## src/rtl/mem_ctrl.sv

```systemverilog
// Word-request responder for the pipeline memory handshake: serves one 32-bit
// read or byte-masked write at a time as four little-endian byte RAM accesses.
module mem_ctrl #(
  parameter int ADDR_W = 32,
  parameter int RAM_AW = 17
) (
  input  logic              clk,
  input  logic              rst_n,
  input  logic              mem_re,
  input  logic              mem_we,
  input  logic [ADDR_W-1:0] mem_addr_i,
  input  logic [31:0]       mem_data_i,
  input  logic [3:0]        mem_sel_i,
  output logic [31:0]       mem_data_o,
  output logic              mem_busy,
  output logic              mem_done,
  output logic [RAM_AW-1:0] ram_addr,
  output logic              ram_we,
  output logic [7:0]        ram_wdata,
  input  logic [7:0]        ram_rdata
);

  localparam logic [1:0] IDLE  = 2'd0;
  localparam logic [1:0] READ  = 2'd1;
  localparam logic [1:0] WRITE = 2'd2;
  localparam logic [1:0] DONE  = 2'd3;

  logic [1:0]        state_reg;
  logic [2:0]        cnt_reg;
  logic [RAM_AW-3:0] word_reg;
  logic [23:0]       wr_data_reg;
  logic [2:0]        wr_sel_reg;
  logic [23:0]       rd_buf_reg;
  logic [1:0]        next_byte;
  logic              accept;
  logic              unused_addr_bits;

  assign accept    = ((state_reg == IDLE) || (state_reg == DONE)) && (mem_re || mem_we);
  assign next_byte = cnt_reg[1:0] + 2'd1;
  assign mem_busy  = (state_reg == READ) || (state_reg == WRITE);
  assign mem_done  = (state_reg == DONE);
  assign unused_addr_bits = ^{mem_addr_i[ADDR_W-1:RAM_AW], mem_addr_i[1:0]};

  // ram_we is a register under async reset, so reset removes it without waiting for an edge.
  always_ff @(posedge clk or negedge rst_n) begin
    if (!rst_n) begin
      state_reg   <= IDLE;
      cnt_reg     <= 3'd0;
      word_reg    <= '0;
      wr_data_reg <= 24'h0;
      wr_sel_reg  <= 3'b000;
      rd_buf_reg  <= 24'h0;
      mem_data_o  <= 32'h0;
      ram_addr    <= '0;
      ram_we      <= 1'b0;
      ram_wdata   <= 8'h00;
    end else begin
      case (state_reg)
        IDLE, DONE: begin
          if (accept) begin
            word_reg <= mem_addr_i[RAM_AW-1:2];
            cnt_reg  <= 3'd0;
            ram_addr <= {mem_addr_i[RAM_AW-1:2], 2'b00};
            if (mem_we) begin
              state_reg   <= WRITE;
              ram_we      <= mem_sel_i[0];
              ram_wdata   <= mem_data_i[7:0];
              wr_data_reg <= mem_data_i[31:8];
              wr_sel_reg  <= mem_sel_i[3:1];
            end else begin
              state_reg <= READ;
            end
          end else begin
            state_reg <= IDLE;
          end
        end

        READ: begin
          cnt_reg <= cnt_reg + 3'd1;
          if (cnt_reg < 3'd3) begin
            ram_addr <= {word_reg, next_byte};
          end
          // RAM data trails the address by one cycle; bytes shift in from the top.
          if (cnt_reg == 3'd4) begin
            mem_data_o <= {ram_rdata, rd_buf_reg};
            state_reg  <= DONE;
          end else if (cnt_reg != 3'd0) begin
            rd_buf_reg <= {ram_rdata, rd_buf_reg[23:8]};
          end
        end

        WRITE: begin
          if (cnt_reg == 3'd3) begin
            state_reg <= DONE;
            ram_we    <= 1'b0;
          end else begin
            cnt_reg     <= cnt_reg + 3'd1;
            ram_addr    <= {word_reg, next_byte};
            ram_we      <= wr_sel_reg[0];
            ram_wdata   <= wr_data_reg[7:0];
            wr_data_reg <= {8'h00, wr_data_reg[23:8]};
            wr_sel_reg  <= {1'b0, wr_sel_reg[2:1]};
          end
        end

        default: state_reg <= IDLE;
      endcase
    end
  end

endmodule

```

## config.mk

```make
export PLATFORM = sky130hd
export DESIGN_NAME = mem_ctrl
export DESIGN_NICKNAME = d
export VERILOG_FILES = /design/src/rtl/mem_ctrl.sv
export SDC_FILE = /design/constraint.sdc
export NUM_CORES = 1
export LEC_CHECK = 0
export BUFFER_PORTS_ARGS = -buffer_cell sky130_fd_sc_hd__buf_2
export CAP_MARGIN = 20
export CORE_UTILIZATION = 50
export DETAILED_ROUTE_END_ITERATION = 8
export GPL_ROUTABILITY_DRIVEN = 0
export MAX_ROUTING_LAYER = met4
export PLACE_DENSITY = 0.75
export SLEW_MARGIN = 20
export SYNTH_ARGS = -nofsm -noshare
export SYNTH_HDL_FRONTEND = slang
export SYNTH_SLANG_ARGS = --single-unit
```

## constraint.sdc

```tcl
create_clock -name clk -period 2.8 [get_ports clk]
set_clock_uncertainty 0.1 [all_clocks]
set_input_delay 0 -clock clk [delete_from_list [all_inputs] [get_ports clk]]
set_output_delay 0 -clock clk [all_outputs]
set_load 0.02 [all_outputs]
```

; ---- After elaboration in Yosys (flattened, before gate mapping)
; Index checks and enable logic that the tools add are counted.
[word_totals]
elab_cells = 69
in_bits = 80
ff_bits = 129
output_inout_bits = 60
[classes]
order_cmp = 1
eq_ne = 11
mux = 28
reduce_logical = 16
bitwise_logic = 1
addsub = 2
[op_table]
columns = cell, count
row1 = $mux W24, 3
row2 = $mux W17, 3
row3 = $pmux W17 S3, 1
row4 = $pmux W24 S2, 1
row5 = $mux W8, 3
row6 = $pmux W8 S2, 1
row7 = $mux W3, 5
row8 = $pmux W3 S3, 1
row9 = $reduce_and A3 Y1, 3
row10 = $mux W2, 4
row11 = $reduce_and A2 Y1, 4
row12 = $ne A2 B1 Y1 const B, 3
row13 = $ne A2 B2 Y1 const B, 3
row14 = $pmux W2 S3, 1
row15 = $pmux W3 S2, 1
row16 = $eq A2 B2 Y1 const B, 2
row17 = $reduce_and A4 Y1, 1
row18 = $add A3 B1 Y3 const B, 1
row19 = $eq A3 B2 Y1 const B, 1
row20 = $eq A3 B3 Y1 const B, 1
row21 = $logic_or A1 B1 Y1, 3
row22 = $lt A3 B2 Y1 const B, 1
row23 = $mux W1, 3
row24 = $reduce_bool A3 Y1, 1
row25 = other kinds (8), 8

; ---- Logic depth before layout (Yosys ltp)
; Gate-level depths: netlist of the first run.
[logic_depth]
depth_word = 5
depth_mapped = 7
ltp_nobuf = 5

; ---- Least setup slack after synthesis of the first run
; OpenSTA, ideal clock, no wires.
[synth_path]
path_kind = register to register
startpoint = register cnt_reg[0]
endpoint = register ram_wdata[5]
period_less_slack_ps = 2179
path_stages_with_launch = 8
n_path_buf = 2
slack_ps = 621
arrival_ps = 1954
setup_time_ps = 125
required_ps = 2575
cell_sequence = dfrtp_1 > ha_1 > ha_1 > and2_1 > buf_2 > nor3_4 > buf_6 > mux2_2
[synth_between]
elab_chain_cells = 3
[synth_rtl]
columns = element, line_no
row1 = start: declaration, 29  ; logic [2:0] cnt_reg;
row2 = start signal: assignment, 79  ; cnt_reg <= cnt_reg + 3'd1;
row3 = start signal: assignment, 97  ; cnt_reg <= cnt_reg + 3'd1;
row4 = $eq A3 B2 Y1, 93  ; if (cnt_reg == 3'd3) begin
row5 = $ne A2 B2 Y1 (no source line), n/a
row6 = $reduce_and A4 Y1 (no source line), n/a
row7 = end signal: assignment, 67  ; ram_wdata <= mem_data_i[7:0];
row8 = end signal: assignment, 100  ; ram_wdata <= wr_data_reg[7:0];
row9 = end: declaration, 19  ; output logic [7:0] ram_wdata,
; No other way between the ends.
; A chain may end at the register's enable or synchronous reset.

; ---- Worst setup path after layout of the first run
[layout_path]
startpoint = register cnt_reg[0]
endpoint = register wr_data_reg[6]
[layout_between]
elab_chain_cells = 3
[layout_rtl]
columns = element, line_no
row1 = $eq A3 B2 Y1, 93
row2 = $ne A2 B2 Y1 (no source line), n/a
row3 = $reduce_and A4 Y1 (no source line), n/a
row4 = end signal: assignment, 68  ; wr_data_reg <= mem_data_i[31:8];
row5 = end signal: assignment, 101  ; wr_data_reg <= {8'h00, wr_data_reg[23:8]};
row6 = end: declaration, 31  ; logic [23:0] wr_data_reg;
; No other way between the ends.

==> results.sh, run 1 <==
export IMPL_drt_initial_drc_count=151
export IMPL_fin_crit_ns=2.34
export IMPL_power_switching_w=0.00319
export IMPL_pwr_share_seq_pct=34.3
export IMPL_core_mm2=0.0108
export IMPL_syn_to_final_growth_pct=37.5
export IMPL_r2r_setup_slack_ns=0.46
export IMPL_rows=38
export IMPL_ys_seq_elements=129
export IMPL_synth_edf_count=0
export IMPL_leakage_nw=3.62
export IMPL_critPathMaxStageDelay_ns=0.44
export IMPL_status="finished clean"
export IMPL_grt_max_degree=64
export IMPL_required_ns=3.10
export IMPL_dr_total_vias=3709
export IMPL_drv_cap=0
export IMPL_reg2reg_from="cnt_reg[0]"
export IMPL_finalNonFillerCells=731
export IMPL_finalSetupViolations=0
export IMPL_rsz0062_at_grt="no"
export IMPL_drc=0
export IMPL_dpl_cell_count=626
export IMPL_largest_reg_flops=32
export IMPL_swShare_pct=33.6
export IMPL_fin_crit_sh_pct=83.5
export IMPL_max_slew_worst_pin_slew_ns=0.838
export IMPL_hold_violations=0
export IMPL_cts_root_buf="clkbuf_8"
export IMPL_power_density_mw_per_mm2=1240
export IMPL_critical_path_depth=6
export IMPL_rr_endpoint="wr_data_reg[6]"
export IMPL_cp_startpoint="cnt_reg[0]"
export IMPL_syn_inst=375
export IMPL_pwr_share_clk_pct=23.5
export IMPL_path_class="reg2reg"
export IMPL_arrival_ns=2.63
export IMPL_p_int_w=0.00630
export IMPL_path_cells="ha_1, ha_1, and2_1, nor3_4, buf_4, mux2_2"
export IMPL_synth_flop_cell="dfrtp_1"
export IMPL_grt_usage_pct=23.2
export IMPL_cts_tree="built"
export IMPL_final_cell_mix="mux2_2, dfrtp_1, buf_2"
export IMPL_final_nets=664
export IMPL_max_freq_ghz=0.428
export IMPL_cp_slowest_cell="dfrtp_1"
export IMPL_synth_cell_area_mm2=0.00558
export IMPL_io_buffer_count=122
export IMPL_crit_family="simple AND/OR/NAND/NOR gates"
export IMPL_slew_viol_final=0
export IMPL_cts_resized_gates=0
export IMPL_die_y_um=108
export IMPL_dieWidth_um=108
export IMPL_grt_pass1_vias=4110
export IMPL_via_per_inst=5.07
export IMPL_firstDrtPassIters=4
export IMPL_clk_latency_ns=0.51
export IMPL_r2r_cells=6
export IMPL_crit_path_start_kind="flip-flop"
export IMPL_max_slew_margin_rel_pct=44.1
export IMPL_start_util_pct=51.5
export IMPL_cts_max_path_buffers=2
export IMPL_layout_commonest_cell="mux2_2"
export IMPL_cpMostUsedCell="ha_1"
export IMPL_end_kind="flip-flop"
export IMPL_synthArstFlopShare_pct=100
export IMPL_path_clk_slew_ns=0.06
export IMPL_grt_first_pass_wirelength_mm=19.7
export IMPL_hp_class="in2async"
export IMPL_wl_per_cell_um=16.3
export IMPL_power_total_w=0.00949
export IMPL_ys_types=28
export IMPL_synth_warnings=0
export IMPL_wl_mm=11.9
export IMPL_syn_nets=461
export IMPL_n_antenna_cell=0
export IMPL_crit_fanout=35
export IMPL_die_area_mm2=0.0116
export IMPL_comb_power_share_pct=42.2
export IMPL_fin_tns_setup_ns=0
export IMPL_ant_nets=0
export IMPL_overflow=0
export IMPL_worst_path_buf_inv=1
export IMPL_cts_made_buffers=17
export IMPL_cts_sinks=129
export IMPL_ys_seq_area_share_pct=57.9
export IMPL_dp_hpwl_mm=7.05
export IMPL_ioPinCount=140
export IMPL_antenna_found_initial=0
export IMPL_avgSynthCellArea_um2=14.9
export IMPL_post_route_cells_drive_above_1_share_pct=53.8
export IMPL_vdd_ir_drop_max_v=0.000599
export IMPL_htreeDepth=4
-- Yosys cell counts (all sizes together) (3+ instances only) --
| cell | instances | share of area (%) |
|---|---|---|
| mux2 | 155 | 31 |
| nor2b | 3 | 0.34 |
| inv | 16 | 1.1 |
| nand4b | 9 | 1.4 |
| nand2b | 3 | 0.34 |
| o21ai | 13 | 1.2 |
| buf | 13 | 1.7 |
| ha | 6 | 1.3 |
| clkbuf | 8 | 0.54 |
| dfrtp | 129 | 58 |
-- final cells by class --
class                           count  area, µm²
Clock buffer                       20        455
Clock inverter                     12        156
Fill cell                         734       3170
Inverter                           16       60.1
Multi-Input combinational cell    209       2170
Sequential cell                   129       3230
Tap cell                          140        175
Timing Repair Buffer              205       1430
-- how the worst max path moves through the flow --
stage | endpoint | slack, ns
floorplan | ram_wdata[5] | 0.62
global placement | ram_addr[4] | 0.52
detailed placement | ram_addr[16] | 0.47
CTS | ram_addr[16] | 0.45
global route | wr_data_reg[6] | 0.36
finish | wr_data_reg[6] | 0.46
-- per-layer routing --
metal,GRT usage [%],part of all wire [%],wire (µm)
met3,6.23,4.3,514
met4,8.02,1.7,208
met5,-,0,0
met2,40.4,53,6300
met1,25.7,41,4900
-- timing repair --
action                                 4_1_cts  5_1_grt
hold buffers                                73        0
buffers inserted                             0        0
endpoints found under the hold margin      147        0
-- logic make-up after synthesis --
| logic type | synth area share, % |
|---|---|
| simple gates | 3.18 |
| buf+inv | 3.32 |
| fa+ha+maj | 1.35 |
| compound gates | 2.65 |
| flops | 57.9 |
| mux | 31.6 |
-- power by group through the flow --
| stage | logic [W] | clock network [W] | registers (W) |
|---|---|---|---|
| finish | 0.00400 | 0.00223 | 0.00325 |
| global route | 0.00433 | 0.00238 | 0.00337 |
| CTS | 0.00402 | 0.00228 | 0.00325 |
| detailed placement | 0.00387 | 0 | 0.00326 |
| global placement | 0.00375 | 0 | 0.00320 |
| floorplan | 0.00255 | 0 | 0.00363 |
-- stage by stage --
stage               util [%]  cell area [µm²]  hold slack (ns)  setup slack, ns
finish                  70.8             7670           0.0212            0.462
global route            70.8             7670           0.0870            0.358
CTS                     70.8             7670           0.0403            0.446
detailed placement      58.4             6330           0.0467            0.466
global placement        58.4             6330           0.0341            0.518
floorplan                  -             5580           -0.396            0.621
Power figures use the tool's default switching activity.
==> run 2, diff against run 1 <==
--- a/config.mk
+++ b/config.mk
@@ -5,13 +5,14 @@
 export SDC_FILE = /design/constraint.sdc
 export NUM_CORES = 1
 export LEC_CHECK = 0
+export ABC_AREA = 1
 export BUFFER_PORTS_ARGS = -buffer_cell sky130_fd_sc_hd__buf_2
 export CAP_MARGIN = 20
-export CORE_UTILIZATION = 50
+export CORE_UTILIZATION = 49
 export DETAILED_ROUTE_END_ITERATION = 8
 export GPL_ROUTABILITY_DRIVEN = 0
 export MAX_ROUTING_LAYER = met4
-export PLACE_DENSITY = 0.75
+export PLACE_DENSITY = 0.76
 export SLEW_MARGIN = 20
 export SYNTH_ARGS = -nofsm -noshare
 export SYNTH_HDL_FRONTEND = slang
==> constraint.sdc (replaced) <==
create_clock -name clk -period 2 [get_ports clk]
set_clock_uncertainty 0.1 [all_clocks]
set_input_delay 0 -clock clk [delete_from_list [all_inputs] [get_ports clk]]
set_output_delay 0 -clock clk [all_outputs]
set_load 0.02 [all_outputs]
==> run 2 against run 1 <==
The run now ends with design-rule violations left. Critical path depth increased by 2. Global-route usage up 2.0 points. Largest cell class unchanged. Sequential cell count unchanged.
==> results.sh, run 2 <==
export IMPL_syn_to_final_growth_pct=33.2
export IMPL_synth_common_cells="nand2_1, dfrtp_1, o21ai_0"
export IMPL_syn_inst=707
export IMPL_largest_reg_flops=32
export IMPL_core_mm2=0.0116
export IMPL_die_y_um=112
export IMPL_grt_pass1_vias=5223
export IMPL_rows=39
export IMPL_synth_warnings=0
export IMPL_max_slew_margin_rel_pct=32.6
export IMPL_reg2reg_from="cnt_reg[0]"
export IMPL_dr_total_vias=5291
export IMPL_multiInputGateArea_mm2=0.00210
export IMPL_vdd_ir_drop_max_v=0.000776
export IMPL_grt_usage_pct=25.2
export IMPL_layout_commonest_cell="nand2_1"
export IMPL_status="finished with violations"
export IMPL_finalNonFillerCells=1042
export IMPL_max_freq_ghz=0.529
export IMPL_finalSetupViolations=0
export IMPL_required_ns=2.25
export IMPL_r2r_setup_slack_ns=0.11
export IMPL_leakage_nw=4.36
export IMPL_fin_tns_setup_ns=0
export IMPL_synth_most_common_cell="nand2_1"
export IMPL_crit_fanout=54
export IMPL_synth_cell_area_mm2=0.00592
export IMPL_max_slew_worst_pin_slew_ns=1.01
export IMPL_grt_max_degree=59
export IMPL_rr_endpoint="wr_data_reg[23]"
export IMPL_ys_seq_area_share_pct=54.5
export IMPL_wl_mm=14.4
export IMPL_wl_per_cell_um=13.8
export IMPL_path_cells="ha_1, ha_1, nand2_2, inv_1, a21oi_4, buf_12, nand3_1, nand2_1"
export IMPL_synthArstFlopShare_pct=100
export IMPL_rsz0062_at_grt="no"
export IMPL_final_nets=971
export IMPL_firstDrtPassIters=8
export IMPL_post_route_cells_drive_above_1_share_pct=20.0
export IMPL_power_density_mw_per_mm2=1650
export IMPL_worst_path_buf_inv=2
export IMPL_path_class="reg2reg"
export IMPL_cts_tree="built"
export IMPL_ys_types=21
export IMPL_final_cell_mix="nand2_1, dfrtp_1, buf_2"
export IMPL_arrival_ns=2.14
export IMPL_hold_violations=0
export IMPL_cpMostUsedCell="ha_1"
export IMPL_overflow=0
export IMPL_clk_latency_ns=0.42
export IMPL_dp_hpwl_mm=8.48
export IMPL_fillers=884
export IMPL_hp_class="in2async"
export IMPL_synth_edf_count=0
export IMPL_path_clk_slew_ns=0.05
export IMPL_cts_sinks=129
export IMPL_synthTopCellsByArea="dfrtp_1, nand2_1, o21ai_0"
export IMPL_drt_initial_drc_count=392
export IMPL_critPathMaxStageDelay_ns=0.41
export IMPL_synth_flop_cell="dfrtp_1"
export IMPL_start_util_pct=51.0
export IMPL_die_area_mm2=0.0125
export IMPL_drc=11
export IMPL_drv_cap=0
export IMPL_violations="design-rule violations"
export IMPL_avgSynthCellArea_um2=8.37
export IMPL_io_buffer_count=122
export IMPL_cp_slowest_cell="dfrtp_1"
export IMPL_fin_crit_ns=1.89
export IMPL_cts_max_path_buffers=2
export IMPL_via_per_inst=5.08
export IMPL_end_kind="flip-flop"
export IMPL_cts_root_buf="clkbuf_16"
export IMPL_ioPinCount=140
export IMPL_cts_made_buffers=17
export IMPL_dieWidth_um=112
export IMPL_dpl_cell_count=947
export IMPL_antenna_found_initial=1
export IMPL_htreeDepth=4
export IMPL_r2r_cells=8
export IMPL_crit_family="adder cells"
export IMPL_ys_seq_elements=129
export IMPL_regArea_mm2=0.00323
export IMPL_grt_first_pass_wirelength_mm=24.2
export IMPL_crit_path_start_kind="flip-flop"
export IMPL_fin_crit_sh_pct=94.5
export IMPL_cts_setup_buffers=0
export IMPL_synth_top_area_cell="dfrtp_1"
export IMPL_synth_top_area_share_pct=54.5
export IMPL_syn_nets=793
export IMPL_ant_nets=0
export IMPL_slew_viol_final=0
## run 2: area by class of cell
| type | instances | share of cell area [%] |
|---|---|---|
| Sequential cell | 129 | 40.9 |
| Multi-Input combinational cell | 441 | 26.6 |
| Timing Repair Buffer | 200 | 17.7 |
| Clock buffer | 21 | 5.71 |
| Inverter | 96 | 4.66 |
| Tap cell | 143 | 2.27 |
| Clock inverter | 11 | 2.05 |
| Antenna cell | 1 | 0.0317 |
## run 2: repair_timing
action | in CTS | in global routing
gates resized for setup | 1 | 2
hold buffers | 62 | 0
setup endpoints to repair | 1 | 16
endpoints found under the hold margin | 213 | 0
## run 2: worst max path at each step
| stage | cells after the start | to | startpoint |
|---|---|---|---|
| after global placement | 8 | wr_data_reg[9] | state_reg[0] |
| after floorplan | 10 | wr_data_reg[10] | state_reg[0] |
| final | 8 | wr_data_reg[23] | cnt_reg[0] |
| after detailed placement | 6 | ram_addr[10] | state_reg[0] |
| after CTS | 5 | mem_busy | state_reg[0] |
| after global routing | 8 | wr_data_reg[23] | cnt_reg[0] |
## run 2: cells by family (layout without fill, tap and decap cells)
family / after synthesis / after routing / share of synthesized area, %
simple gates: 287 / 287 / 19.9
compound gates: 148 / 148 / 14.2
buf+inv: 137 / 328 / 10.1
flops: 129 / 129 / 54.5
fa+ha+maj: 6 / 6 / 1.27
other cells: 0 / 1 / 0
## run 2: routing by layer
metal	GRT usage (%)	share of wire (%)	wire, µm	vias to the layer above
li1	-	-	-	2584
met5	-	0	0	-
met2	40.8	48	6980	207
met3	6.31	6.1	876	51
met1	29.4	42	6010	2449
met4	12.2	3.8	545	0
## run 2: power by group
part | leakage [nW] | total (W) | switching, W | internal (W)
Sequential | 1.62 | 0.00425 | 0.000509 | 0.00374
Clock | 0.301 | 0.00321 | 0.00110 | 0.00211
Combinational | 2.44 | 0.00552 | 0.00359 | 0.00193
Total | 4.36 | 0.0130 | 0.00520 | 0.00778
## run 2: per-stage QoR
stage	hold slack (ns)	cell area [µm²]	util [%]	worst slack [ns]	power [W]
global placement	-0.109	6650	57.2	0.205	0.00936
CTS	0.0333	7880	67.9	0.0321	0.0130
global route	0.0614	7890	67.9	0.0208	0.0139
finish	0.00788	7890	67.9	0.110	0.0130
detailed placement	-0.102	6650	57.2	0.141	0.00959
floorplan	-0.396	5920	-	0.340	0.00825
## run 2: worst register-to-register path, cell delays in order (launching register included)
cell and delay (ns):
dfrtp_1 0.41, ha_1 0.22, ha_1 0.21, nand2_2 0.13
inv_1 0.10, a21oi_4 0.14, buf_12 0.26, nand3_1 0.16
nand2_1 0.10
==> run 3, diff against run 2 <==
==> constraint.sdc (replaced) <==
create_clock -name clk -period 1.73 [get_ports clk]
set_clock_uncertainty 0.1 [all_clocks]
set_input_delay 0 -clock clk [delete_from_list [all_inputs] [get_ports clk]]
set_output_delay 0 -clock clk [all_outputs]
set_load 0.02 [all_outputs]
==> run 3 against run 2 <==
The flow finishes with violations (design-rule violations, negative hold slack). Clock-buffer cell count fell by 2. Worst setup slack got worse by 0.088 ns. Via count rose by 0.87%. Largest cell class unchanged. Largest power group unchanged. Highest routed layer unchanged.
==> results.sh, run 3 (synthesized netlist as in run 2, its figures left out) <==
export IMPL_die_y_um=112
export IMPL_crit_path_start_kind="flip-flop"
export IMPL_die_area_mm2=0.0125
export IMPL_final_cell_mix="nand2_1, dfrtp_1, buf_2"
export IMPL_cts_made_buffers=17
export IMPL_worst_path_buf_inv=3
export IMPL_status="finished with violations"
export IMPL_crit_family="flip-flops"
export IMPL_path_cells="ha_2, ha_4, nand2_4, inv_2, a21oi_4, buf_6, clkbuf_16, nand3_1, nand2_1"
export IMPL_grt_usage_pct=26.0
export IMPL_hold_ws_ns=-0.00651
export IMPL_dieWidth_um=112
export IMPL_finalSetupViolations=0
export IMPL_r2r_setup_slack_ns=0.02
export IMPL_clk_latency_ns=0.41
export IMPL_dp_hpwl_mm=8.40
export IMPL_power_density_mw_per_mm2=1940
export IMPL_htreeDepth=4
export IMPL_cts_tree="built"
export IMPL_pwr_share_clk_pct=24.9
export IMPL_dr_total_vias=5337
export IMPL_n_antenna_cell=0
export IMPL_start_util_pct=51.0
export IMPL_path_class="reg2reg"
export IMPL_via_per_inst=5.09
export IMPL_overflow=0
export IMPL_core_mm2=0.0116
export IMPL_grt_first_pass_wirelength_mm=24.9
export IMPL_critical_path_depth=9
export IMPL_post_route_cells_drive_above_1_share_pct=21.9
export IMPL_final_nets=979
export IMPL_max_slew_worst_pin_slew_ns=0.496
export IMPL_leakage_nw=4.47
export IMPL_end_kind="flip-flop"
export IMPL_swShare_pct=39.6
export IMPL_syn_to_final_growth_pct=38.2
export IMPL_rsz0062_at_grt="yes"
export IMPL_rows=39
export IMPL_cp_slowest_cell="dfrtp_1"
export IMPL_violations="design-rule violations, negative hold slack"
export IMPL_grt_pass1_vias=5341
export IMPL_cts_sinks=129
export IMPL_io_buffer_count=122
export IMPL_comb_power_share_pct=44.2
export IMPL_cp_startpoint="cnt_reg[1]"
export IMPL_ant_nets=0
export IMPL_critical_path_endpoint="ram_addr[3]"
export IMPL_path_clk_slew_ns=0.06
export IMPL_hp_class="in2async"
export IMPL_hold_violations=2
export IMPL_layout_commonest_cell="nand2_1"
export IMPL_antenna_found_initial=0
export IMPL_drv_cap=0
export IMPL_firstDrtPassIters=7
export IMPL_max_slew_margin_rel_pct=66.9
export IMPL_drt_initial_drc_count=448
export IMPL_arrival_ns=1.96
export IMPL_wl_per_cell_um=14.3
export IMPL_critPathMaxStageDelay_ns=0.40
export IMPL_ioPinCount=140
export IMPL_max_freq_ghz=0.585
export IMPL_fin_crit_sh_pct=98.7
export IMPL_wl_mm=15.0
export IMPL_cts_root_buf="clkbuf_16"
export IMPL_rr_endpoint="ram_addr[3]"
export IMPL_vdd_ir_drop_max_v=0.00122
export IMPL_cts_max_path_buffers=2
export IMPL_required_ns=1.98
export IMPL_grt_max_degree=53
export IMPL_crit_fanout=8
export IMPL_reg2reg_from="cnt_reg[1]"
export IMPL_pwr_share_seq_pct=31.0
export IMPL_p_int_w=0.00958
export IMPL_fin_crit_ns=1.71
export IMPL_power_switching_w=0.00628
export IMPL_largest_reg_flops=32
export IMPL_r2r_cells=9
export IMPL_power_total_w=0.0159
export IMPL_drc=11
export IMPL_slew_viol_final=0
-- run 3: power groups by stage --
stage | combinational [W] | sequential [W] | clock [W]
after global placement | 0.00623 | 0.00487 | 0
after global routing | 0.00781 | 0.00505 | 0.00416
final | 0.00700 | 0.00491 | 0.00394
after CTS | 0.00682 | 0.00490 | 0.00401
after floorplan | 0.00408 | 0.00546 | 0
after detailed placement | 0.00643 | 0.00493 | 0
-- run 3: final cells by class --
class / count / area [µm²]
clock buffer: 19 / 453
clock inverter: 13 / 209
fill: 821 / 3430
inverter: 96 / 370
multi-input combinational: 441 / 2150
sequential: 129 / 3230
tap: 143 / 179
timing repair buffer: 208 / 1590
-- run 3: worst min-delay path by stage --
stage | from | endpoint | slack, ns | depth (start not counted)
2_1_floorplan | rst_n | cnt_reg[0] | -0.40 | 0
3_3_place_gp | rst_n | ram_wdata[5] | -0.12 | 1
3_5_place_dp | rst_n | ram_wdata[5] | -0.11 | 1
4_1_cts | rst_n | wr_data_reg[13] | 0.02 | 2
5_1_grt | rst_n | wr_data_reg[6] | 0.03 | 2
6_report | rst_n | wr_data_reg[6] | -0.007 | 2
-- run 3: worst reg2reg max path: stages (launching register included) --
cell and delay (ns):
dfrtp_1 0.40, ha_2 0.21, ha_4 0.17, nand2_4 0.07
inv_2 0.05, a21oi_4 0.18, buf_6 0.16, clkbuf_16 0.16
nand3_1 0.09, nand2_1 0.08
-- run 3: per-stage QoR --
stage	setup slack, ns	cells	setup TNS [ns]	util, %	cell area (µm²)
6_report	0.0217	1049	0	70.5	8180
4_1_cts	-0.0185	1048	-0.210	69.9	8120
3_3_place_gp	0.0477	951	0	58.1	6750
3_5_place_dp	-0.0536	951	-0.289	58.1	6750
5_1_grt	-0.0339	1049	-0.430	70.5	8180
2_1_floorplan	0.0703	707	0	-	5920
-- run 3: routing by layer --
| layer | up-vias | GRT usage (%) | part of all wire (%) |
|---|---|---|---|
| met4 | 0 | 14.1 | 3.6 |
| met5 | - | - | 0 |
| met1 | 2454 | 30.1 | 41 |
| met3 | 46 | 6.59 | 6.7 |
| met2 | 234 | 41.4 | 49 |
| li1 | 2603 | - | - |
-- run 3: repair_timing --
| item | in CTS | in global routing |
|---|---|---|
| gates resized for setup | 7 | 23 |
| endpoints found under the setup margin | 21 | 95 |
| buffers inserted | 2 | 1 |
| gates cloned | 1 | 2 |
| hold buffers | 62 | 0 |
| pin swaps | 1 | 7 |
| endpoints found under the hold margin | 213 | 0 |
